### src/rtl/hilo_muldiv_if.sv
// Execute-stage handshake between the decoder/writeback side and the HI/LO mul/div unit.
interface hilo_muldiv_if #(
   parameter int DATA_W = 32
) ();
   logic              start;
   logic [5:0]        func_code;
   logic [DATA_W-1:0] rs_val;
   logic [DATA_W-1:0] rt_val;
   logic              mfhi_en;
   logic              mflo_en;
   logic [DATA_W-1:0] hilo_rd_data;
   logic              busy;
   logic              stall;
   logic              done;
   logic              div_by_zero;
   logic [DATA_W-1:0] hi;
   logic [DATA_W-1:0] lo;

   modport master (
      output start, func_code, rs_val, rt_val, mfhi_en, mflo_en,
      input  hilo_rd_data, busy, stall, done, div_by_zero, hi, lo
   );

   modport slave (
      input  start, func_code, rs_val, rt_val, mfhi_en, mflo_en,
      output hilo_rd_data, busy, stall, done, div_by_zero, hi, lo
   );
endinterface

### src/rtl/hilo_muldiv_unit.sv
// Multi-cycle mult/multu/div/divu with architectural HI/LO: sign-magnitude front end,
// DATA_W-iteration shift-add or restoring-divide core, then sign fix-up and HI/LO write.
//
// state | meaning
// IDLE  | waiting for a mul/div func_code with start
// RUN   | one multiply/divide iteration per edge, DATA_W edges
// FIX   | sign correction, HI/LO write, done pulse follows
module hilo_muldiv_unit #(
   parameter int DATA_W = 32,
   parameter int CNT_W  = 6
) (
   input logic          clk,
   input logic          rst,
   hilo_muldiv_if.slave bus
);

   typedef enum logic [1:0] {
      S_IDLE = 2'd0,
      S_RUN  = 2'd1,
      S_FIX  = 2'd2
   } state_t;

   localparam logic [CNT_W-1:0] LAST_ITER = CNT_W'(DATA_W - 1);

   state_t              state_q;
   logic [CNT_W-1:0]    cnt_q;
   logic                is_div_q;
   logic                neg_res_q;
   logic                neg_rem_q;
   logic                div_zero_q;
   logic [DATA_W-1:0]   a_q;
   logic [DATA_W-1:0]   b_q;
   logic [2*DATA_W-1:0] prod_q;
   logic [DATA_W:0]     rem_q;
   logic [DATA_W-1:0]   quo_q;
   logic [DATA_W-1:0]   hi_q;
   logic [DATA_W-1:0]   lo_q;
   logic                busy_q;
   logic                done_q;
   logic                dz_pulse_q;

   logic                accept;
   logic                op_div;
   logic                sign_a;
   logic                sign_b;
   logic [DATA_W-1:0]   mag_a;
   logic [DATA_W-1:0]   mag_b;
   logic [DATA_W:0]     mul_sum;
   logic [2*DATA_W-1:0] prod_d;
   logic [DATA_W:0]     rem_sh;
   logic [DATA_W+1:0]   rem_diff;
   logic                rem_ok;
   logic [DATA_W:0]     rem_d;
   logic [DATA_W-1:0]   quo_d;
   logic [2*DATA_W-1:0] prod_fix;
   logic [DATA_W-1:0]   quo_fix;
   logic [DATA_W-1:0]   rem_fix;

   always_comb begin
      accept = (state_q == S_IDLE) && bus.start && (bus.func_code[5:2] == 4'b0110);
      op_div = bus.func_code[1];
      // func_code[0] set means the unsigned variant
      sign_a = ~bus.func_code[0] & bus.rs_val[DATA_W-1];
      sign_b = ~bus.func_code[0] & bus.rt_val[DATA_W-1];
      mag_a  = sign_a ? -bus.rs_val : bus.rs_val;
      mag_b  = sign_b ? -bus.rt_val : bus.rt_val;

      mul_sum = {1'b0, prod_q[2*DATA_W-1:DATA_W]} + (prod_q[0] ? {1'b0, a_q} : '0);
      prod_d  = {mul_sum, prod_q[DATA_W-1:1]};

      // rem_diff carries one extra bit so a borrow shows up as its MSB
      rem_sh   = {rem_q[DATA_W-1:0], quo_q[DATA_W-1]};
      rem_diff = {rem_q, quo_q[DATA_W-1]} - {2'b00, b_q};
      rem_ok   = ~rem_diff[DATA_W+1];
      rem_d    = rem_ok ? rem_diff[DATA_W:0] : rem_sh;
      quo_d    = {quo_q[DATA_W-2:0], rem_ok};

      prod_fix = neg_res_q ? -prod_q : prod_q;
      quo_fix  = neg_res_q ? -quo_q : quo_q;
      rem_fix  = neg_rem_q ? -rem_q[DATA_W-1:0] : rem_q[DATA_W-1:0];
   end

   always_ff @(posedge clk) begin
      if (rst) begin
         state_q    <= S_IDLE;
         cnt_q      <= '0;
         is_div_q   <= 1'b0;
         neg_res_q  <= 1'b0;
         neg_rem_q  <= 1'b0;
         div_zero_q <= 1'b0;
         a_q        <= '0;
         b_q        <= '0;
         prod_q     <= '0;
         rem_q      <= '0;
         quo_q      <= '0;
         hi_q       <= '0;
         lo_q       <= '0;
         busy_q     <= 1'b0;
         done_q     <= 1'b0;
         dz_pulse_q <= 1'b0;
      end else begin
         done_q     <= 1'b0;
         dz_pulse_q <= 1'b0;
         case (state_q)
            S_IDLE: begin
               if (accept) begin
                  state_q    <= S_RUN;
                  busy_q     <= 1'b1;
                  cnt_q      <= '0;
                  is_div_q   <= op_div;
                  neg_res_q  <= sign_a ^ sign_b;
                  neg_rem_q  <= sign_a;
                  div_zero_q <= op_div && (bus.rt_val == '0);
                  a_q        <= mag_a;
                  b_q        <= mag_b;
                  prod_q     <= {{DATA_W{1'b0}}, mag_b};
                  rem_q      <= '0;
                  quo_q      <= mag_a;
               end
            end
            S_RUN: begin
               cnt_q <= cnt_q + CNT_W'(1);
               if (is_div_q) begin
                  rem_q <= rem_d;
                  quo_q <= quo_d;
               end else begin
                  prod_q <= prod_d;
               end
               if (cnt_q == LAST_ITER) begin
                  state_q <= S_FIX;
               end
            end
            S_FIX: begin
               // divide-by-zero: the core already leaves |A| as remainder, only LO is forced
               hi_q       <= is_div_q ? rem_fix : prod_fix[2*DATA_W-1:DATA_W];
               lo_q       <= is_div_q ? (div_zero_q ? '1 : quo_fix) : prod_fix[DATA_W-1:0];
               done_q     <= 1'b1;
               dz_pulse_q <= div_zero_q;
               busy_q     <= 1'b0;
               state_q    <= S_IDLE;
            end
            default: begin
               state_q <= S_IDLE;
               busy_q  <= 1'b0;
            end
         endcase
      end
   end

   assign bus.busy         = busy_q;
   assign bus.done         = done_q;
   assign bus.div_by_zero  = dz_pulse_q;
   assign bus.hi           = hi_q;
   assign bus.lo           = lo_q;
   assign bus.stall        = (bus.mfhi_en | bus.mflo_en) & busy_q;
   assign bus.hilo_rd_data = bus.mfhi_en ? hi_q : (bus.mflo_en ? lo_q : '0);

endmodule

### src/flat_wrapper.sv
// flat-port wrapper written by rule: the top's interface ports become plain ports
module hilo_muldiv_unit_flat 
#(
   parameter int DATA_W = 32,
   parameter int CNT_W  = 6
)
  (clk, rst, bus_start, bus_func_code, bus_rs_val, bus_rt_val, bus_mfhi_en, bus_mflo_en, bus_hilo_rd_data, bus_busy, bus_stall, bus_done, bus_div_by_zero, bus_hi, bus_lo);
  hilo_muldiv_if #(.DATA_W(DATA_W)) bus_i ();
  input logic clk;
  input logic rst;
  input wire logic [$bits(bus_i.start)-1:0] bus_start;
  input wire logic [$bits(bus_i.func_code)-1:0] bus_func_code;
  input wire logic [$bits(bus_i.rs_val)-1:0] bus_rs_val;
  input wire logic [$bits(bus_i.rt_val)-1:0] bus_rt_val;
  input wire logic [$bits(bus_i.mfhi_en)-1:0] bus_mfhi_en;
  input wire logic [$bits(bus_i.mflo_en)-1:0] bus_mflo_en;
  output wire logic [$bits(bus_i.hilo_rd_data)-1:0] bus_hilo_rd_data;
  output wire logic [$bits(bus_i.busy)-1:0] bus_busy;
  output wire logic [$bits(bus_i.stall)-1:0] bus_stall;
  output wire logic [$bits(bus_i.done)-1:0] bus_done;
  output wire logic [$bits(bus_i.div_by_zero)-1:0] bus_div_by_zero;
  output wire logic [$bits(bus_i.hi)-1:0] bus_hi;
  output wire logic [$bits(bus_i.lo)-1:0] bus_lo;
  assign bus_i.start = bus_start;
  assign bus_i.func_code = bus_func_code;
  assign bus_i.rs_val = bus_rs_val;
  assign bus_i.rt_val = bus_rt_val;
  assign bus_i.mfhi_en = bus_mfhi_en;
  assign bus_i.mflo_en = bus_mflo_en;
  assign bus_hilo_rd_data = bus_i.hilo_rd_data;
  assign bus_busy = bus_i.busy;
  assign bus_stall = bus_i.stall;
  assign bus_done = bus_i.done;
  assign bus_div_by_zero = bus_i.div_by_zero;
  assign bus_hi = bus_i.hi;
  assign bus_lo = bus_i.lo;
  hilo_muldiv_unit #(.DATA_W(DATA_W), .CNT_W(CNT_W)) u_core (.clk(clk), .rst(rst), .bus(bus_i));
endmodule
### config.mk
export PLATFORM = sky130hd
export DESIGN_NAME = hilo_muldiv_unit_flat
export DESIGN_NICKNAME = d
export VERILOG_FILES = /design/src/rtl/hilo_muldiv_if.sv /design/src/rtl/hilo_muldiv_unit.sv /design/src/flat_wrapper.sv
export SDC_FILE = /design/constraint.sdc
export NUM_CORES = 1
export LEC_CHECK = 0
export ABC_AREA = 1
export BUFFER_PORTS_ARGS = -buffer_cell sky130_fd_sc_hd__buf_2
export CAP_MARGIN = 20
export CELL_PAD_IN_SITES_DETAIL_PLACEMENT = 0
export CELL_PAD_IN_SITES_GLOBAL_PLACEMENT = 1
export CORE_MARGIN = 2
export CORE_UTILIZATION = 43
export CTS_CLUSTER_DIAMETER = 100
export CTS_CLUSTER_SIZE = 16
export DETAILED_ROUTE_END_ITERATION = 6
export GPL_TIMING_DRIVEN = 0
export PLACE_DENSITY = 0.78
export SLEW_MARGIN = 10
export SYNTH_ARGS = -nofsm -noshare
export SYNTH_HDL_FRONTEND = slang
export SYNTH_SLANG_ARGS = --single-unit
### constraint.sdc
create_clock -name clk -period 3 [get_ports clk]
set_input_delay 0.45 -clock clk [delete_from_list [all_inputs] [get_ports clk]]
set_output_delay 0.45 -clock clk [all_outputs]
set_load 0.005 [all_outputs]
======== After elaboration in Yosys (flattened, before gate mapping) ========
Index checks and enable logic that the tools add are counted.
storage, ports and cells
  flip-flop bits (word level) ............. 272
  output and inout port bits .............. 100
  word-level logic and storage cells ...... 83
operators by class
  add/subtract/negate cells ............... 8
  equality and inequality tests ........... 8
  muxes and demuxes ....................... 29
  bitwise logic cells ..................... 9
  reduce and logical (&&, ||, !) cells .... 13
operators with widths
  cell                                                             number
  32-bit 2-to-1 mux                                                12
  64-bit 2-to-1 mux                                                3
  32-bit negator                                                   4
  64-bit one-hot mux with 2 select lines                           1
  33-bit 2-to-1 mux                                                3
  33-bit one-hot mux with 2 select lines                           1
  64-bit negator                                                   1
  32-bit one-hot mux with 2 select lines                           1
  34-bit by 32-bit subtractor with 34-bit output                   1
  32-bit by 33-bit adder with 33-bit output                        1
  32-bit zero test                                                 1
  6-bit one-hot mux with 2 select lines                            1
  2-bit AND reduction                                              4
  6-bit by 1-bit adder with 6-bit output, second input constant    1
  6-bit by 5-bit == test with 1-bit output, second input constant  1
  6-bit 2-to-1 mux                                                 1
  2-bit by 1-bit != test with 1-bit output, second input constant  3
  3-bit AND reduction                                              2
  4-bit by 3-bit == test with 1-bit output, second input constant  1
  2-bit 2-to-1 mux                                                 2
  1-bit NOT                                                        4
  2-bit one-hot mux with 2 select lines                            1
  1-bit AND                                                        3
  1-bit logical AND                                                3
  10 further kinds                                                 11

======== Logic depth before layout (Yosys ltp) ========
  word-level depth ........................ 5
  mapped depth ............................ 19

======== Worst setup path before layout ========
No wires, ideal clock.
  kind .................................... flip-flop to flip-flop
  start ................................... register u_core.prod_q[0]
  end ..................................... register u_core.prod_q[63]
  setup time .............................. 0.070 ns
  data arrival time ....................... 2.449 ns
  data required time ...................... 2.930 ns
  setup slack ............................. 0.481 ns
  stages on the path, launching flop included .. 19
  path buffers ............................ 2
  period minus slack after synthesis ...... 2.519 ns
  cell sequence ........................... dfxtp_1 > buf_6 > clkbuf_1 > nand2_1 > inv_1 > ha_1 > inv_1 > fa_1 > inv_1 > nand3_1 > nand2_1 > a21oi_1 > o21ai_0 > nand3_1 > nand2_1 > nand2_1 > nand2_1 > nand2_1 > a21oi_1
between the ends
  cells in the longest elaborated chain, start to end .. 4
ends and longest elaborated chain
  element                                    RTL line                 RTL
  start: declaration                         hilo_muldiv_unit.sv:33   logic [2*DATA_W-1:0] prod_q;
  start signal: assignment                   hilo_muldiv_unit.sv:116  prod_q <= {{DATA_W{1'b0}}, mag_b};
  start signal: assignment                   hilo_muldiv_unit.sv:127  prod_q <= prod_d;
  32-bit 2-to-1 mux                          hilo_muldiv_unit.sv:68   mul_sum = {1'b0, prod_q[2*DATA_W-1:DATA_W]} + (prod_q[0] ? {1'b0, a_q} : '0);
  32-bit by 33-bit adder with 33-bit output  hilo_muldiv_unit.sv:68
  64-bit 2-to-1 mux                          hilo_muldiv_unit.sv:123  if (is_div_q) begin
  64-bit one-hot mux with 2 select lines     hilo_muldiv_unit.sv:104  case (state_q)
Every way passes these cells. The select of a mux whose other input is x is not followed.
A chain may end at the register's enable or synchronous reset.

======== Worst setup path after layout ========
  start ................................... register u_core.prod_q[0]
  end ..................................... register u_core.hi_q[14], in the netlist u_core.bus.hi[14]
between the ends
  cells in the longest elaborated chain, start to end .. 3
ends and longest elaborated chain
  element                 RTL line                 RTL
  64-bit negator          hilo_muldiv_unit.sv:78   prod_fix = neg_res_q ? -prod_q : prod_q;
  64-bit 2-to-1 mux       hilo_muldiv_unit.sv:78
  32-bit 2-to-1 mux       hilo_muldiv_unit.sv:135  hi_q <= is_div_q ? rem_fix : prod_fix[2*DATA_W-1:DATA_W];
  end signal: assignment  hilo_muldiv_unit.sv:135
  end: declaration        hilo_muldiv_unit.sv:36   logic [DATA_W-1:0] hi_q;
Every way passes these cells.

==> reports/qor.yml <==
floorplan:
  coreArea_sq_um: 51410
  chipHeight_microns: 232.3
  initial_core_util: 0.4359
  io_pins: 175
  row_count: 83
  die_area_sq_um: 53950
  die_w_microns: 232.3
synthesis:
  synth.net_count: 3939
  yosys_warnings: 0
  yosysSeqAreaShare: 0.2430
  netlist_area_sq_um: 22410
  synth_area_leader_cell: "dfxtp_1"
  synth_seq_cells: 272
  ys_async_sr_fraction: 0
  synth_edf_count: 0
  synth_area_leaders: "dfxtp_1 (24%), nand2_1 (16%), a21oi_1 (8.7%)"
  ys_types: 53
  synth_cells: 3792
  synth_top_area_share: 0.2430
  avgSynthCellArea_sq_um: 5.909
  ys.flop_type: "dfxtp_1"
clock_network:
  clockBufferDepth: 3
  cts_root_buf: "clkbuf_16"
  clkTransAtPathRegs_ps: 70
  clk-insertion-delay-late_ps: 560
  cts_sinks: 272
  hold_buffers: 0
  cts_inserted_buffers: 23
  htreeDepth: 1
  cts_tree: "yes"
timing:
  fmax_mhz: 344.6
  fin_setup_tns_ps: 0
  final_hold_viol_count: 0
  finalCritPeriodShare: 0.9673
  final.min_clock_period_ps: 2902
  rsz0062_at_grt: "no"
  relSlewSlack: 0.1500
  setup_viol: 0
  drv_slew: 0
  fin_skew_ps: 16.08
  worstMarginPinSlew_ps: 1275
cells_and_area:
  final_util: 0.4818
  fillerInstances: 5832
  final_common_cell: "nand2_1"
  stdcell_area_sq_um: 24770
  final_cell_mix: "nand2_1 (937), inv_1 (494), a21oi_1 (389), nor2_1 (356), nand3_1 (324)"
  nets: 4134
  syn_to_final_growth_pct: 10.55
  final_cells: 4675
  drive_gt1_frac: 0.09141
worst_hold_path:
  min_path_type: "in2reg"
power_and_ir_drop:
  power.leakage_nw: 12.53
  p_sw_frac: 0.3504
  internal_power_mw: 5.710
  clockPowerShare: 0.335
  vdd_drop_max_v: 0.0003480
  powerDensity_nw_per_um2: 354.9
  p_sw_mw: 3.080
  p_comb_frac: 0.243
  p_seq_frac: 0.422
  power.total_mw: 8.790
place:
  hpwl_microns: 87640
  numPortBuffers: 171
  dpl_cell_area_sq_um: 24110
  gp_congestion: 1.052
  dp_cells: 4643
route:
  drc: 0
  drt_pass1_iterations: 7
  post_drt_wl_per_cell_microns: 22.53
  vias_per_cell: 5.647
  vias: 26401
  wirelength_microns: 105300
  ant_nets: 0
  dr.first_iter.drc_count: 2611
grt:
  antenna_found_initial: 1
  track_usage: 0.3818
  grt_start_max_net_pins: 19
  overflow: 0
  grt_pass1_vias: 24231
  grt_pass1_wl_microns: 153600
run_status:
  status: "finished clean"
critical_path:
  cp_max_fo: 18
  cp-start-kind: "register"
  cp-end-kind: "register"
  critPathArrivalTime_ps: 3300
  required_ps: 3400
  critPathKind: "reg2reg"
run:
  drv_cap: 0
timing repair:
item                       in CTS  in global routing
buffers inserted                0                  0
resized for setup               1                  6
setup endpoints to repair      11                  9
cloned                          0                  0
sequential cells by signal, indices dropped and copies added (netlist names), 2 cells and up:
register        cells
u_core.a_q         32
u_core.b_q         32
u_core.bus.hi      32
u_core.bus.lo      32
u_core.cnt_q        6
u_core.prod_q      64
u_core.quo_q       32
u_core.rem_q       33
u_core.state_q      2
power groups by stage:
stage / combinational (mW) / sequential [mW] / clock [mW]
after global routing: 2.33 / 3.71 / 3.07
final: 2.14 / 3.71 / 2.94
after detailed placement: 2.09 / 3.79 / 0
after floorplan: 1.40 / 3.77 / 0
after global placement: 2.10 / 3.79 / 0
after CTS: 2.10 / 3.71 / 2.95
synthesized netlist by cell type, drive strengths merged, types with 23 or more instances:
master and instances:
a21oi 392, a31oi 23, o21ai 326, xor2 65
nor3 56, o211ai 29, nor2 370, clkbuf 108
nand2 949, buf 56, nand3 368, inv 509
dfxtp 272, ha 70, nand4 55
cell type report:
type,count,area (sq um),area share
multi-input cells,2846,14330,0.5787
flip-flops and latches,272,5445,0.2198
inverters,510,1914,0.07729
repair buffers,171,855.8,0.03455
well taps,680,850.8,0.03435
plain buffers,163,718.2,0.02900
clock buffers,24,589.3,0.02379
clock inverters,7,57.56,0.002324
diodes,2,5.005,0.0002021
critical path, stage by stage, from the launching register on:
cell     delay [ps]
dfxtp_1         310
buf_6           160
inv_1            90
ha_1            160
nand3_1         170
nor2_2          300
nand3_2         180
o21ai_2         280
nand3_1         220
o21ai_0         710
a21oi_1         130
worst paths after layout:
check	startpoint	end	slack (ps)	cells after the start
worst max-delay path	u_core.prod_q[0]$_SDFFE_PP0P_	u_core.bus.hi[14]$_SDFFE_PP0P_	100	10
worst min-delay path	bus_rt_val[0]	u_core.prod_q[0]$_SDFFE_PP0P_	220	3
worst max register to register	u_core.prod_q[0]$_SDFFE_PP0P_	u_core.bus.hi[14]$_SDFFE_PP0P_	100	10
worst min register to register	u_core.a_q[3]$_SDFFE_PP0P_	u_core.a_q[3]$_SDFFE_PP0P_	480	2
per-layer routing:
layer / up-vias / global-route usage / wire length (microns)
li1: 12833 / - / -
met1: 12177 / 0.4839 / 43840
met2: 1136 / 0.6317 / 47730
met3: 253 / 0.05611 / 7722
met4: 2 / 0.1867 / 6030
met5: - / 0 / 13
logic make-up (layout without fill, tap and decap cells):
logic type      after synthesis  after routing  share of synthesized area
xor+xnor                     87             87                    0.03401
flops                       272            272                     0.2430
simple gates               1853           1853                     0.3631
compound gates              834            834                     0.2014
fa+ha+maj                    72             72                    0.04088
other cells                   0              2                          0
buf+inv                     674            875                     0.1176
per-stage QoR:
step	setup slack, ps	hold WS (ps)
3_5_place_dp	-511.5	460.6
4_1_cts	147.9	199.7
2_1_floorplan	480.8	437.2
6_report	98.16	222.9
3_3_place_gp	-528.5	458.4
5_1_grt	10.60	234.8
No activity file was read; power rests on OpenSTA's default activity.
